`src/rtl/fsk_bit_framer.sv`:
```
// fsk_bit_framer: serialises accepted words into preamble+MSB-first bits (clk, reset, s_data/s_valid/s_ready in; bit_out, bit_strobe, busy out)
module fsk_bit_framer #(
  parameter int DATA_WIDTH = 8,
  parameter int SAMPLES_PER_BIT = 100,
  parameter int PREAMBLE_BITS = 8
) (
  input  logic                  clk,
  input  logic                  reset,
  input  logic [DATA_WIDTH-1:0] s_data,
  input  logic                  s_valid,
  output logic                  s_ready,
  output logic                  bit_out,
  output logic                  bit_strobe,
  output logic                  busy
);
  localparam int CW = $clog2(SAMPLES_PER_BIT);
  localparam int NB = PREAMBLE_BITS > DATA_WIDTH ? PREAMBLE_BITS : DATA_WIDTH;
  localparam int IW = $clog2(NB + 1);
  typedef enum logic [1:0] {IDLE, PREAMBLE, DATA} state_t;
  state_t state, state_n;
  logic [CW-1:0] cnt, cnt_n;
  logic [IW-1:0] idx, idx_n;
  logic [DATA_WIDTH-1:0] sh, sh_n, sh_l;
  logic bo_n, st_n, bnd, last, pre_last, acc;
  assign bnd = cnt == CW'(SAMPLES_PER_BIT - 1);
  assign last = state == DATA && bnd && idx == IW'(DATA_WIDTH - 1);
  assign pre_last = idx == IW'(PREAMBLE_BITS - 1);
  assign s_ready = state == IDLE || last;
  assign acc = s_valid && s_ready;
  assign busy = state != IDLE;
  assign sh_l = sh << 1;
  always_comb begin
    state_n = state;
    cnt_n = state == IDLE || bnd ? '0 : cnt + 1'b1;
    idx_n = idx;
    sh_n = sh;
    bo_n = bit_out;
    st_n = 1'b0;
    case (state)
      IDLE: if (acc) begin
        sh_n = s_data;
        idx_n = '0;
        st_n = 1'b1;
        state_n = PREAMBLE_BITS == 0 ? DATA : PREAMBLE;
        bo_n = PREAMBLE_BITS == 0 ? s_data[DATA_WIDTH-1] : 1'b1;
      end
      PREAMBLE: if (bnd) begin
        st_n = 1'b1;
        idx_n = pre_last ? '0 : idx + 1'b1;
        state_n = pre_last ? DATA : PREAMBLE;
        bo_n = pre_last ? sh[DATA_WIDTH-1] : ~bit_out;
      end
      DATA: if (bnd) begin
        st_n = !last || acc;
        state_n = last && !acc ? IDLE : DATA;
        idx_n = last ? '0 : idx + 1'b1;
        sh_n = last ? (acc ? s_data : sh) : sh_l;
        bo_n = last ? acc && s_data[DATA_WIDTH-1] : sh_l[DATA_WIDTH-1];
      end
      default: state_n = IDLE;
    endcase
  end
  always_ff @(posedge clk) begin
    if (reset) begin
      state <= IDLE;
      cnt <= '0;
      idx <= '0;
      sh <= '0;
      bit_out <= 1'b0;
      bit_strobe <= 1'b0;
    end else begin
      state <= state_n;
      cnt <= cnt_n;
      idx <= idx_n;
      sh <= sh_n;
      bit_out <= bo_n;
      bit_strobe <= st_n;
    end
  end
endmodule

```
`config.mk`:
```
export PLATFORM = sky130hd
export DESIGN_NAME = fsk_bit_framer
export DESIGN_NICKNAME = d
export VERILOG_FILES = /design/src/rtl/fsk_bit_framer.sv
export SDC_FILE = /design/constraint.sdc
export NUM_CORES = 1
export LEC_CHECK = 0
export CAP_MARGIN = 30
export CELL_PAD_IN_SITES_DETAIL_PLACEMENT = 2
export CELL_PAD_IN_SITES_GLOBAL_PLACEMENT = 2
export CORE_MARGIN = 5
export CORE_UTILIZATION = 32
export CTS_BUF_LIST = sky130_fd_sc_hd__clkbuf_4 sky130_fd_sc_hd__clkbuf_8
export DETAILED_ROUTE_END_ITERATION = 16
export PLACE_DENSITY = 0.89
export SKIP_LAST_GASP = 1
export SLEW_MARGIN = 20
export SYNTH_ARGS = -nofsm -noshare
export SYNTH_HDL_FRONTEND = slang
export SYNTH_SLANG_ARGS = --single-unit
```
`constraint.sdc`:
```
create_clock -name clk -period 1.71 [get_ports clk]
set_input_delay 0.171 -clock clk [delete_from_list [all_inputs] [get_ports clk]]
set_output_delay 0.171 -clock clk [all_outputs]
set_load 0.1 [all_outputs]
```
==> impl_metrics.csv <==
group,metric,value,unit
status,status,"finished, violations left",
critical_path,end_kind,"flop",
timing,timing.final.ws_setup,-0.106,ns
die,die_w,74.2,µm
global_routing,antenna_found_initial,0,
yosys,yosys.area.top_type,"dfxtp_1",
die,fp.dieH,74.2,µm
power_and_ir_drop,ir_drop,0.486,mV
die,coreArea,0.00400,mm²
hold_path,hold_class,"flop to flop",
yosys,synthArstFlopShare,0,
critical_path,cp.arrival,2.02,ns
clock_tree,clkTransAtPathRegs,0.10,ns
timing,post-route-period-util,1.06,
critical_path,regToRegSetupSlack,-0.11,ns
place,port_buffers,14,
final_layout,n_fill_cell,408,
routing,drtIter0Drc,66,
yosys,synth_edf_count,0,
die,die-area,0.00551,mm²
yosys,ys_types,44,
clock_tree,holdBufCountCts,0,
routing,drc,0,
global_routing,grtUsageTotal,0.227,
place,post-dp-hpwl,3910,µm
global_routing,grt_pass1_wl,9080,µm
clock_tree,clock_sinks,23,
timing,final-setup-viol-count,10,
global_routing,grt_overflow_total,0,
power_and_ir_drop,power,1.56,mW
yosys,synth_area_per_cell,8.74,µm²
die,rows,23,
yosys,synth_cells,151,
critical_path,crit_type,"flop to flop",
routing,ant_nets,0,
timing,slew_violations,0,
critical_path,r2r_end,"sh[0]",
timing,slew_headroom,0.736,
critical_path,cp_data_required_time,1.91,ns
yosys,synthTopCellsByArea,"dfxtp_1 (35%), a21oi_1 (6.1%), ha_1 (5.7%)",
clock_tree,numCtsBuffers,3,
clock_tree,cts_tree,"built",
routing,wl_per_cell,26.2,µm
timing,max_freq,551,MHz
timing,finClkSkew,0.00680,ns
clock_tree,clk_latency,0.29,ns
yosys,netlist_area,0.00132,mm²
timing,rsz0062_at_grt,"yes",
timing,worst_slew_pin_slew,0.395,ns
power_and_ir_drop,p_leak,0.826,nW
hold_path,holdPathStages,2,
routing,vias_per_cell,5.80,
status,violations,"setup timing",
final_layout,finalNetCount,217,
place,dpl_worst_slack,-0.258,ns
yosys,synth-seq-area-share,0.349,
yosys,synth_ff_type,"dfxtp_1",
place,place.gp.congestion,0.860,
clock_tree,cts_max_level,1,
critical_path,start_kind,"flop",
die,start_util,0.330,
critical_path,r2r_cells,6,
critical_path,worstReg2RegStart,"cnt[0]",
final_layout,synthToLayoutAreaGrowth,56.4,%
final_layout,num_antenna_cells,0,
die,ios,15,
hold_path,hold_end,"idx[2]",
yosys,yosysWarningCount,0,
yosys,ys_ff_latch,23,
hold_path,min-delay-start,"idx[2]",
routing,drt-total-wl,6520,µm
clock_tree,clockBufferDepth,2,
run,max_cap_viol_count,0,
yosys,yosysTopAreaCellShare,0.349,
global_routing,grt_pass1_vias,1592,
global_routing,grt_start_max_net_pins,16,
power_and_ir_drop,pwr_density_cell,755,mW/mm²
yosys,synthesis.nets,168,
critical_path,critPathMaxFanout,4,
timing,hold_viol_final,0,
routing,drt_pass1_iterations,4,
timing,min_period,1.82,ns
final_layout,drive_above_1_share,0.482,
routing,vias,1444,
clock_tree,cts_root_buf,"clkbuf_8",
==> how the worst max path moves through the flow <==
stage / start / end
2_1_floorplan: cnt[0] / s_ready
3_3_place_gp: s_valid / idx[1]
3_5_place_dp: s_valid / idx[1]
4_1_cts: state[0] / s_ready
5_1_grt: state[1] / sh[5]
6_report: cnt[0] / sh[0]
==> power breakdown <==
part	switching [mW]	internal, mW
Combinational	0.331	0.239
Sequential	0.0361	0.571
Clock	0.218	0.164
==> critical path: stages (launching register included) <==
cell      delay, ns
dfxtp_2        0.37
ha_4           0.14
and4bb_4       0.30
buf_4          0.14
a21oi_2        0.07
or4b_4         0.50
a211oi_2       0.20
==> placed cells by master (no fill, tap or decap), types with 2 or more instances in the layout <==
cell type	n
o21ai_4	2
inv_2	3
clkinvlp_4	2
dfxtp_1	16
clkdlybuf4s50_1	10
nand2_1	5
buf_12	3
xnor2_1	3
nand3_1	7
nor2_2	3
o21ai_0	6
xor2_1	2
a31oi_1	2
o31ai_1	2
buf_6	4
ha_4	4
o221a_4	5
nand4b_1	2
a21oi_2	5
buf_4	33
nor3_1	3
clkbuf_8	3
a21oi_1	12
or4b_4	2
inv_1	8
nor2_1	13
a41oi_1	2
or2_4	3
dfxtp_2	7
==> stage by stage <==
step	std cells	hold WS [ns]	setup TNS (ns)	utilization	instance area, µm²
after global routing	249	0.531	-1.46	0.516	2060
final	249	0.537	-0.670	0.516	2060
after floorplan	151	0.343	-0.00298	-	1370
after global placement	233	0.486	-0.543	0.434	1740
after detailed placement	233	0.511	-2.81	0.434	1740
after CTS	243	0.525	-0.0847	0.480	1920
==> cell type report <==
| class | instances | area [µm²] | area share |
|---|---|---|---|
| Clock buffer | 3 | 41.3 | 0.0200 |
| Tap cell | 50 | 62.6 | 0.0303 |
| Timing Repair Buffer | 50 | 453 | 0.219 |
| Multi-Input combinational cell | 109 | 977 | 0.473 |
| Sequential cell | 23 | 469 | 0.227 |
| Inverter | 13 | 56.3 | 0.0273 |
| Clock inverter | 1 | 5.00 | 0.00242 |
==> kinds of logic (layout without fill, tap and decap cells) <==
family,Yosys count,in the layout,share of synthesized area
and+or+nand+nor,51,51,0.223
buffers and inverters,19,67,0.0673
DFF,23,23,0.349
muxes,1,1,0.00758
AOI/OAI and AO/OA,46,46,0.264
adders and majority gates,6,6,0.0569
xor gates and xnor gates,5,5,0.0332
==> timing repair <==
| action | 4_1_cts | 5_1_grt |
|---|---|---|
| pin swaps | 7 | 10 |
| endpoints found under the setup margin | 24 | 24 |
| resized for setup | 27 | 18 |
| hold endpoints to repair | 0 | 0 |
| gates cloned | 0 | 0 |
| buffers inserted | 6 | 6 |
==> Yosys cell counts, types with 2 or more instances <==
cell type and n:
a21oi_1 16, a31oi_1 2, a41oi_1 2, buf_2 2, buf_6 2, clkbuf_1 2, dfxtp_1 23, ha_1 6
inv_1 13, nand2_1 5, nand3_1 8, nand4b_1 2, nor2_1 16, nor3_1 3, nor3b_1 2, o21ai_0 8
o221a_2 5, o31ai_1 3, or2_2 2, or4b_1 2, xnor2_1 3, xor2_1 2
==> layer usage <==
layer  global-route usage  up-vias  wire [µm]
li1                     -      650          -
met1                0.255      738       2700
met2                0.421       38       3360
met3               0.0324       18        178
met4                0.101        0        276
met5                    0        -          0
==> flip-flops by register name (all words and copies together), names as in the netlist <==
signal      flops
sh              8
idx             4
cnt             7
bit_strobe      1
bit_out         1
state           2
(Power assumes the default switching activity.)
